File: config.mk
export PLATFORM = sky130hd
export DESIGN_NAME = inst_fetch_bridge
export DESIGN_NICKNAME = d
export VERILOG_FILES = /design/src/rtl/inst_fetch_bridge_pkg.sv /design/src/rtl/inst_fetch_bridge.sv
export SDC_FILE = /design/constraint.sdc
export NUM_CORES = 1
export LEC_CHECK = 0
export CORE_MARGIN = 2
export CORE_UTILIZATION = 30
export DETAILED_ROUTE_END_ITERATION = 16
export DONT_BUFFER_PORTS = 1
export PLACE_DENSITY = 0.52
export SYNTH_ARGS = -nofsm -noshare
export SYNTH_HDL_FRONTEND = slang
export SYNTH_SLANG_ARGS = --single-unit
File: constraint.sdc
create_clock -name clk -period 3.6 [get_ports clk]
set_clock_uncertainty 0.05 [all_clocks]
set_input_delay 0.36 -clock clk [delete_from_list [all_inputs] [get_ports clk]]
set_output_delay 0.36 -clock clk [all_outputs]
set_load 0.02 [all_outputs]
File: src/rtl/inst_fetch_bridge_pkg.sv
// Shared definitions for the instruction fetch bridge: FSM encoding,
// bus size code, kseg base addresses and the virtual-to-physical map.
package inst_fetch_bridge_pkg;

  typedef enum logic [2:0] {
    ST_IDLE    = 3'd0,
    ST_REQ     = 3'd1,
    ST_WAIT    = 3'd2,
    ST_HOLD    = 3'd3,
    ST_DISCARD = 3'd4
  } fetch_state_e;

  localparam logic [1:0]  SIZE_WORD  = 2'b10;
  localparam logic [31:0] KSEG0_BASE = 32'h8000_0000;
  localparam logic [31:0] KSEG1_BASE = 32'hA000_0000;

  // kseg0/kseg1 are unmapped windows onto the low 512 MB of physical space,
  // so translation is just clearing the top three address bits.
  function automatic logic [31:0] map_vaddr(input logic [31:0] vaddr,
                                            input logic        kseg_map);
    logic [31:0] paddr;
    paddr = vaddr;
    if (kseg_map && ((vaddr[31:29] == KSEG0_BASE[31:29]) ||
                     (vaddr[31:29] == KSEG1_BASE[31:29]))) begin
      paddr = {3'b000, vaddr[28:0]};
    end
    return paddr;
  endfunction

endpackage

File: src/rtl/inst_fetch_bridge.sv
// Instruction fetch bridge: converts the IF-stage PC into SRAM-like bus
// transactions, stalls the pipeline while a fetch is outstanding, buffers
// the returned word across pipeline stalls and drops responses made stale
// by a flush.
//
// Bus handshake: a request is transferred on a cycle where inst_req and
// inst_addr_ok are both high; once inst_req is raised, inst_addr stays
// constant until that transfer. Read data is transferred on any cycle with
// inst_data_ok high; at most one request is outstanding, so every
// inst_data_ok belongs to the single accepted request.
module inst_fetch_bridge
  import inst_fetch_bridge_pkg::*;
#(
  parameter bit          KSEG_MAP    = 1'b1,
  parameter logic [31:0] RESET_INSTR = 32'h0000_0000
) (
  input  logic         clk,
  input  logic         rst,
  input  logic [31:0]  if_pc,
  input  logic         if_en,
  input  logic         if_flush,
  input  logic         pipe_stall,
  output logic [31:0]  if_instr,
  output logic         stallreq_from_if,
  output logic         inst_req,
  output logic         inst_wr,
  output logic [1:0]   inst_size,
  output logic [31:0]  inst_addr,
  output logic [31:0]  inst_wdata,
  input  logic         inst_addr_ok,
  input  logic         inst_data_ok,
  input  logic [31:0]  inst_rdata,
  output fetch_state_e dbg_state
);

  fetch_state_e r_state;
  logic [31:0]  r_pc;
  logic [31:0]  r_buf;

  logic         w_start;
  logic         w_req;
  logic         w_stall;
  logic [31:0]  w_addr;
  logic [31:0]  w_instr;

  // A fetch may start only for an aligned PC that is wanted and not flushed.
  assign w_start = if_en && (if_pc[1:0] == 2'b00) && !if_flush;

  // Fetch FSM: tracks the single outstanding transaction and the held word.
  always_ff @(posedge clk or negedge rst) begin
    if (!rst) begin
      r_state <= ST_IDLE;
      r_pc    <= '0;
      r_buf   <= RESET_INSTR;
    end else begin
      case (r_state)
        ST_IDLE: begin
          if (w_start) begin
            r_pc    <= if_pc;
            r_state <= inst_addr_ok ? ST_WAIT : ST_REQ;
          end
        end
        ST_REQ: begin
          if (if_flush) begin
            r_state <= inst_addr_ok ? ST_DISCARD : ST_IDLE;
          end else if (inst_addr_ok) begin
            r_state <= ST_WAIT;
          end
        end
        ST_WAIT: begin
          if (if_flush) begin
            // Data arriving with the flush completes the stale transaction.
            r_state <= inst_data_ok ? ST_IDLE : ST_DISCARD;
          end else if (inst_data_ok) begin
            if (pipe_stall) begin
              r_buf   <= inst_rdata;
              r_state <= ST_HOLD;
            end else begin
              r_state <= ST_IDLE;
            end
          end
        end
        ST_HOLD: begin
          if (if_flush) begin
            r_buf   <= RESET_INSTR;
            r_state <= ST_IDLE;
          end else if (!pipe_stall) begin
            r_state <= ST_IDLE;
          end
        end
        ST_DISCARD: begin
          if (inst_data_ok) begin
            r_state <= ST_IDLE;
          end
        end
        default: r_state <= ST_IDLE;
      endcase
    end
  end

  // Bus request, stall request and instruction mux for the current state.
  always_comb begin
    w_req   = 1'b0;
    w_stall = 1'b0;
    w_addr  = map_vaddr(r_pc, KSEG_MAP);
    w_instr = RESET_INSTR;
    case (r_state)
      ST_IDLE: begin
        w_req   = w_start;
        w_stall = w_start;
        w_addr  = map_vaddr(if_pc, KSEG_MAP);
      end
      ST_REQ: begin
        w_req   = 1'b1;
        w_stall = 1'b1;
      end
      ST_WAIT: begin
        if (inst_data_ok) begin
          if (!if_flush) begin
            w_instr = inst_rdata;
          end
        end else begin
          w_stall = 1'b1;
        end
      end
      ST_HOLD: begin
        w_instr = r_buf;
      end
      default: begin
        w_req   = 1'b0;
      end
    endcase
  end

  // Reset also masks the combinational IDLE path so nothing escapes while low.
  assign inst_req         = rst && w_req;
  assign stallreq_from_if = rst && w_stall;
  assign if_instr         = rst ? w_instr : RESET_INSTR;
  assign inst_addr        = w_addr;
  assign inst_wr          = 1'b0;
  assign inst_size        = SIZE_WORD;
  assign inst_wdata       = 32'h0000_0000;
  assign dbg_state        = r_state;

endmodule

Word level (Yosys, flattened, before mapping)
Cells that the tools add are included.

cells by class
  reduce and logical (&&, ||, !) cells = 13
  equality and inequality tests = 17
  multiplexer cells = 28

operators with widths
  cell                  count
  $mux W32              10
  $pmux W32 S2          2
  $mux W3               10
  $eq A3 B3 Y1 const B  5
  $pmux W3 S5           1
  $ne A2 B2 Y1 const B  6
  $reduce_and A5 Y1     2
  $ne A3 B3 Y1 const B  3
  $eq A3 B2 Y1 const B  2
  $logic_and A1 B1 Y1   4
  $mux W2               2
  $eq A3 B1 Y1 const B  1
  $logic_not A3 Y1      1
  $pmux W1 S3           1
  $logic_not A2 Y1      1
  $logic_or A1 B1 Y1    2
  $pmux W1 S2           1
  $reduce_and A2 Y1     1
  $reduce_bool A2 Y1    1
  $logic_not A1 Y1      1
  $mux W1               1

word-level totals
  output and inout port bits = 104
  logic and storage cells = 61
  bits in registers = 67
  input bits = 71

Longest topological paths before layout
Gate-level depths: netlist of the first run.

  word-level depth = 5
  depth in mapped cells = 6
  depth with buffers taken out = 4

Worst setup path after synthesis of the first run
No wires, ideal clock.

  path type = register -> output
  start point = register r_state[0] (netlist: dbg_state[0])
  end point = output port if_instr[10]
  required time = 3.190 ns
  path buffers = 2
  slack = 1.400 ns
  cell stages (with the launch flop) = 7
  data arrival time = 1.790 ns
  cells stage by stage = dfrtp_1 > buf_4 > or4b_4 > nor2_8 > buf_12 > a22oi_2 > nor2_2

between the ends
  word-level cells in the longest chain between the ends = 3
  elaborated cells on any way between the ends = 4
  those cells by class = eq/ne: 2; mux: 2

RTL lines
  item                    line                      source
  start, declared         inst_fetch_bridge.sv:36   fetch_state_e r_state;
  start signal, assigned  inst_fetch_bridge.sv:60   r_state <= inst_addr_ok ? ST_WAIT : ST_REQ;
  start signal, assigned  inst_fetch_bridge.sv:65   r_state <= inst_addr_ok ? ST_DISCARD : ST_IDLE;
  start signal, assigned  inst_fetch_bridge.sv:73   r_state <= inst_data_ok ? ST_IDLE : ST_DISCARD;
  $eq A3 B2 Y1            inst_fetch_bridge.sv:107  case (r_state)
  $pmux W32 S2 *          inst_fetch_bridge.sv:107
  $mux W32 *              inst_fetch_bridge.sv:138  assign if_instr = rst ? w_instr : RESET_INSTR;
  end, declared           inst_fetch_bridge.sv:23   output logic [31:0] if_instr,

Every way passes the cells marked *; elsewhere a longest branch is shown, timed or not.

Worst setup path after layout of the first run
  start point = register r_state[0] (netlist: dbg_state[0])
  end point = output port if_instr[0]

Same word-level chain as after synthesis.

==> impl_metrics.toml, run 1 <==
[status]
outcome = "finished, final reports clean"

[synthesis]
ys_seq_elements = 67
yosys_warnings = 0
ys_async_sr_fraction_pct = 100
synth_top_area_share_pct = 41.3
synth_area_leader_cell = "dfrtp_1"
synth_ff_type = "dfrtp_1"
syn_area_mm2 = 0.00406
synth_cells = 336
yosysMostFrequentCell = "dfrtp_1"
ys_top_cells_by_area = "dfrtp_1 (41%), mux2_2 (17%), a22oi_2 (9.3%), a22o_1 (6.9%), buf_4 (6.8%)"
synth_edf_count = 0
netlist-cell-type-count = 39
ys_seq_area_share_pct = 41.3
synth_top_cells_by_count = "dfrtp_1 (67), mux2_2 (60), buf_4 (37)"
syn_avg_cell_area_um2 = 12.1

[sta]
setup_viol = 0
tns_ns = 0
rsz0062_at_grt = "false"
hold_viol = 0
slew_headroom_pct = 37.8
fin_crit_sh_pct = 83.2
fmax_ghz = 0.334
fin_crit_ns = 3.00
maxSlewViolCount = 0
worstMarginPinSlew_ns = 0.930

[place]
placedCellCount = 492
io_buffers = 0
gp_congestion = 0.696
dp_hpwl_um = 5910

[layout]
stdcell_count = 510
area_growth_pct = 7.46
nFillCells = 1344
drive_above_1_share_pct = 45.5
nets = 400
diodes = 0

[setup_path]
worstPathArrival_ns = 2.59
critPathMaxFanout = 32
critPathLaunch = "dbg_state[0]$_DFFE_PN0P_"
worstSetupStartpointType = "flop"
crit_path_end_kind = "primary output"
crit_type = "reg2out"
cp.required_ns = 3.19
r2r_start = "dbg_state[0]$_DFFE_PN0P_"

[floorplan]
start_util_pct = 30.6
core_area_mm2 = 0.0132
chipHeight_um = 120
dieArea_mm2 = 0.0145
io_pins = 175
rows = 42
die_x_um = 120

[clock_network]
path_clk_slew_ns = 0.06
cts_tree = "yes"
post-cts-setup-buffers = 0
cts_root_buf = "clkbuf_16"
clockBufferDepth = 2
cts_made_buffers = 9
clkLatencyLatePin_ns = 0.33
cts_sinks = 67
h-tree-depth = 3

[worst_hold_path]
holdCritPathClass = "in2reg"
min_from = "inst_rdata[15]"

[power_and_ir_drop]
p_seq_share_pct = 33.5
power.switching_w = 0.00152
combPwrFrac_pct = 41.3
power_density_mw_per_mm2 = 914
p_leak_nw = 1.77
p_total_w = 0.00399
p_sw_share_pct = 38.2
p_int_w = 0.00246
power.clock.fraction_pct = 25.2
ir_worst_vdd_uv = 408

[global_routing]
grt-ovfl-total = 0
grtUsageTotal_pct = 12.3
grt_pass1_vias = 2540
antenna_found_initial = 0
grt_pass1_wl_um = 13900
grt_max_degree = 68

[route]
firstDrtPassIters = 4
ant_nets = 0
route.detailed.wl_per_inst_um = 17.6
via_count = 2541
viasPerCell = 4.98
drt_iter0_drc = 130
drt_wl_total_um = 8990
drc = 0

[flow_run]
maxCapViolCount = 0
-- cell families after synthesis --
| family | count (synthesis) | share of synthesized area (%) |
|---|---|---|
| AOI/OAI and AO/OA | 79 | 18.8 |
| buffers and inverters | 64 | 12.3 |
| muxes | 61 | 16.9 |
| and+or+nand+nor | 63 | 10.4 |
| other | 2 | 0.185 |
| DFF | 67 | 41.3 |
-- metrics by stage --
stage / instance area, µm² / setup WS, ns / hold slack, ns / util (%)
floorplan: 4180 / 1.40 / 0.0144 / -
finish: 4360 / 0.604 / 0.109 / 32.9
CTS: 4360 / 0.575 / 0.0890 / 32.9
global placement: 3970 / 0.953 / 0.0162 / 30.0
global route: 4360 / 0.453 / 0.0917 / 32.9
detailed placement: 3970 / 0.942 / 0.0159 / 30.0
-- final cells by class --
class / instances / area (µm²) / area share, %
clock buffer: 13 / 280 / 6.43
clock inverter: 3 / 67.6 / 1.55
inverter: 6 / 22.5 / 0.517
multi-input combinational: 238 / 2020 / 46.3
sequential: 67 / 1680 / 38.5
tap: 176 / 220 / 5.05
timing repair buffer: 7 / 75.1 / 1.72
-- worst max-delay path, cell delays in order (launching register included) --
cell	delay [ns]
dfrtp_1	0.53
or4b_4	0.67
nor2_8	0.55
a22oi_1	0.14
nor2_1	0.35
-- cell usage in the layout (no fill, tap or decap), drive strengths merged, types with 2 or more instances in the layout --
master  synthesis  final
nand2b          3      3
mux2           60     60
clkbuf          3     13
and2            2      2
nand4           2      2
buf            55      6
nand2           4      4
a22oi          32     32
nor3            3      3
dfrtp          67     67
o21ai           8      8
inv             6      6
nor2           41     41
a22o           32     32
o22ai           2      2
conb            2     35
nand3           2      2
bufinv          0      2
-- final timing paths --
| path | end | slack (ns) | cells past startpoint |
|---|---|---|---|
| max in group asynchronous | dbg_state[2]$_DFFE_PN0P_ | 2.69 | 2 |
| min in group asynchronous | r_buf[28]$_DFFE_PN0P_ | 0.53 | 2 |
| worst max-delay path | if_instr[0] | 0.60 | 4 |
| worst max register to register | r_buf[28]$_DFFE_PN0P_ | 1.60 | 3 |
| worst min-delay path | r_buf[15]$_DFFE_PN0P_ | 0.11 | 1 |
| worst min register to register | r_pc[0]$_DFFE_PN0P_ | 0.44 | 1 |
-- sequential cells by signal, indices dropped and copies added (netlist names) --
| register | cells |
|---|---|
| r_pc | 32 |
| r_buf | 32 |
| dbg_state | 3 |
-- power by group through the flow --
stage	combinational (W)	sequential (W)	clock, W
floorplan	0.00157	0.00129	0
global placement	0.00163	0.00133	0
detailed placement	0.00165	0.00134	0
CTS	0.00168	0.00133	0.00105
global route	0.00176	0.00139	0.00108
finish	0.00165	0.00133	0.00101
-- per-layer routing --
layer  vias to the layer above  wire (µm)  global-route usage, %
li1                       1138          -                      -
met1                      1293       3730                   15.2
met2                       101       4490                   19.7
met3                         9        632                   3.68
met4                         0        133                   5.89
met5                         -          0                      0
-- timing repair --
action	CTS	global route
endpoints found under the setup margin	0	0
hold buffers	2	0
hold endpoints to repair	67	0
gates resized for setup	0	0
(Power assumes the default switching activity.)
==> inputs of run 2 (changes only) <==
- ABC_AREA: default -> 1
- PLACE_DENSITY: 0.52 -> 0.53
- clock period: 3.6 -> 2.6 ns (I/O delays scaled with it)
==> impl_metrics.toml, run 2 <==
[layout]
diodes = 0
drive_above_1_share_pct = 15.9
final_cell_mix = "nand2_1 (170), nor2_1 (74), inv_1 (72)"
area_growth_pct = 30.2
nets = 738
final_common_cell = "nand2_1"

[clock_network]
cts_root_buf = "clkbuf_16"
cts_sinks = 67
h-tree-depth = 3
cts_made_buffers = 9
clockBufferDepth = 2
path_clk_slew_ns = 0.06
clkLatencyLatePin_ns = 0.34
cts_tree = "yes"

[synthesis]
yosysMostFrequentCell = "nand2_1"
yosys.area_share.simple_pct = 26.7
ys_seq_elements = 67
synth_ff_type = "dfrtp_1"
syn_avg_cell_area_um2 = 7.03
netlist-cell-type-count = 27
synth.area.mux_share_pct = 0
synth_top_family_by_area = "simple AND/OR/NAND/NOR gates"
synth_top_cells_by_count = "nand2_1 (170), nor2_1 (75), inv_1 (72)"
synth_edf_count = 0
synth_area_leader_cell = "dfrtp_1"
synth_fa_ha_area_share_pct = 0
synth_top_area_share_pct = 41.1
ys_async_sr_fraction_pct = 100
ys_seq_area_share_pct = 41.1
synth_cells = 580
yosys_warnings = 0
syn_area_mm2 = 0.00408
ys_top_cells_by_area = "dfrtp_1 (41%), nand2_1 (16%), buf_4 (7.2%), nor2_1 (6.9%), inv_1 (6.6%)"
synth_xor_area_share_pct = 0
synth_compound_area_share_pct = 14.5

[sta]
rsz0062_at_grt = "false"
hold_viol = 0
setup_viol = 0
fmax_ghz = 0.406
slew_headroom_pct = 60.4
fin_ws_ns = 0.138
tns_ns = 0
fin_crit_ns = 2.46
worstMarginPinSlew_ns = 0.592
maxSlewViolCount = 0
fin_crit_sh_pct = 94.7

[setup_path]
cpLargestDelayFamily = "buffers and inverters"
worstPathArrival_ns = 2.15
crit_path_end_kind = "primary output"
cp.required_ns = 2.29
path_buf_inv = 3
cpMaxStageDelayCell = "dfrtp_1"
worstSetupStartpointType = "flop"
critPathMaxStageDelay_ns = 0.59
crit_type = "reg2out"
worstPathCellList = "inv_2 -> nor2_4 -> nand2_4 -> nor2_4 -> buf_4 -> a22oi_1 -> nor2_1 -> buf_4"
critPathMaxFanout = 32

[floorplan]
dieArea_mm2 = 0.0145
core_area_mm2 = 0.0132
rows = 42
die_x_um = 121
io_pins = 175
chipHeight_um = 121
start_util_pct = 30.8

[route]
route.detailed.wl_per_inst_um = 13.1
drt_iter0_drc = 281
firstDrtPassIters = 7
drt_wl_total_um = 11100
drc = 0
via_count = 3845
ant_nets = 0
viasPerCell = 4.53

[status]
outcome = "finished, final reports clean"

[global_routing]
grt_pass1_vias = 3755
grt-ovfl-total = 0
grt_max_degree = 68
grtUsageTotal_pct = 15.7
grt_pass1_wl_um = 18200
antenna_found_initial = 0

[power_and_ir_drop]
p_sw_share_pct = 40.8
power_density_mw_per_mm2 = 1130
power.clock.fraction_pct = 24.5
ir_worst_vdd_uv = 336
power.switching_w = 0.00244
p_int_w = 0.00354
p_seq_share_pct = 30.3
combPwrFrac_pct = 45.2
p_leak_nw = 2.86

[flow_run]
maxCapViolCount = 0

[worst_hold_path]
holdCritPathClass = "in2reg"

[place]
dp_worst_setup_slack_ns = 0.517
gp_congestion = 0.729
dp_hpwl_um = 7400
io_buffers = 0
==> run 2: changes by cell type after synthesis, sizes merged, moves of 11 or more <==
cell and change:
a22o -32, inv +69, nand2 +173, mux2 -60, nor2 +38, o21ai +52
clkbuf +11
==> run 2: path summary, 6_finish.rpt <==
path | startpoint | to | slack [ns] | cells after the start
setup / recovery | dbg_state[1]$_DFFE_PN0P_ | if_instr[31] | 0.14 | 8
hold / removal | if_pc[12] | r_pc[12]$_DFFE_PN0P_ | 0.03 | 2
setup reg to reg | dbg_state[0]$_DFFE_PN0P_ | r_buf[23]$_DFFE_PN0P_ | 0.65 | 5
hold reg to reg | r_buf[20]$_DFFE_PN0P_ | r_buf[20]$_DFFE_PN0P_ | 0.42 | 2
max in group asynchronous | rst | r_buf[31]$_DFFE_PN0P_ | 1.75 | 2
min in group asynchronous | rst | r_pc[8]$_DFFE_PN0P_ | 0.46 | 2
==> run 2: layout make-up <==
cell class	instances	area, µm²
Clock inverter	4	95.1
Inverter	76	285
Timing Repair Buffer	109	953
Multi-Input combinational cell	404	1820
Tap cell	176	220
Fill cell	1392	7930
Clock buffer	12	267
Sequential cell	67	1680
==> run 2: power groups by stage <==
| stage | Combinational (W) | Clock, W | Sequential, W |
|---|---|---|---|
| 3_5_place_dp | 0.00265 | 0 | 0.00182 |
| 2_1_floorplan | 0.00181 | 0 | 0.00176 |
| 6_report | 0.00271 | 0.00147 | 0.00181 |
| 3_3_place_gp | 0.00259 | 0 | 0.00180 |
| 5_1_grt | 0.00300 | 0.00155 | 0.00187 |
| 4_1_cts | 0.00272 | 0.00151 | 0.00181 |
==> run 2: logic make-up (layout without fill, tap and decap cells) <==
kind of cell,after synthesis,count (layout)
AO/OA/AOI/OAI,100,100
buffers and inverters,142,201
flip-flops,67,67
other,2,35
AND/OR/NAND/NOR,269,269
==> run 2: layer usage <==
metal  up-vias  track usage (%)  share of wire (%)
li1       1900                -                  -
met1      1761             20.6                 44
met2       168             24.5                 46
met3        16             4.48                8.4
met4         0             6.25                1.7
met5         -                0                  0
==> run 2: worst reg2reg max path: stages (launching register included) <==
cell	delay, ns
dfrtp_1	0.62
inv_2	0.16
o211ai_2	0.52
buf_4	0.38
nand2_1	0.10
nand2_1	0.07
==> run 2: what timing repair did <==
item	in CTS	in global routing
buffers inserted	0	0
gates resized for setup	0	1
endpoints found under the setup margin	0	8
hold endpoints to repair	102	0
hold buffers	37	0
==> run 2: metrics by stage <==
step	cell area [µm²]	hold WS [ns]	cells	total power [W]	utilization, %
2_1_floorplan	4200	-0.0856	613	0.00356	-
3_3_place_gp	4560	-0.0833	795	0.00439	34.4
3_5_place_dp	4560	-0.0832	795	0.00447	34.4
4_1_cts	5310	0.0152	848	0.00603	40.1
5_1_grt	5310	0.0385	848	0.00642	40.1
6_report	5310	0.0281	848	0.00598	40.1
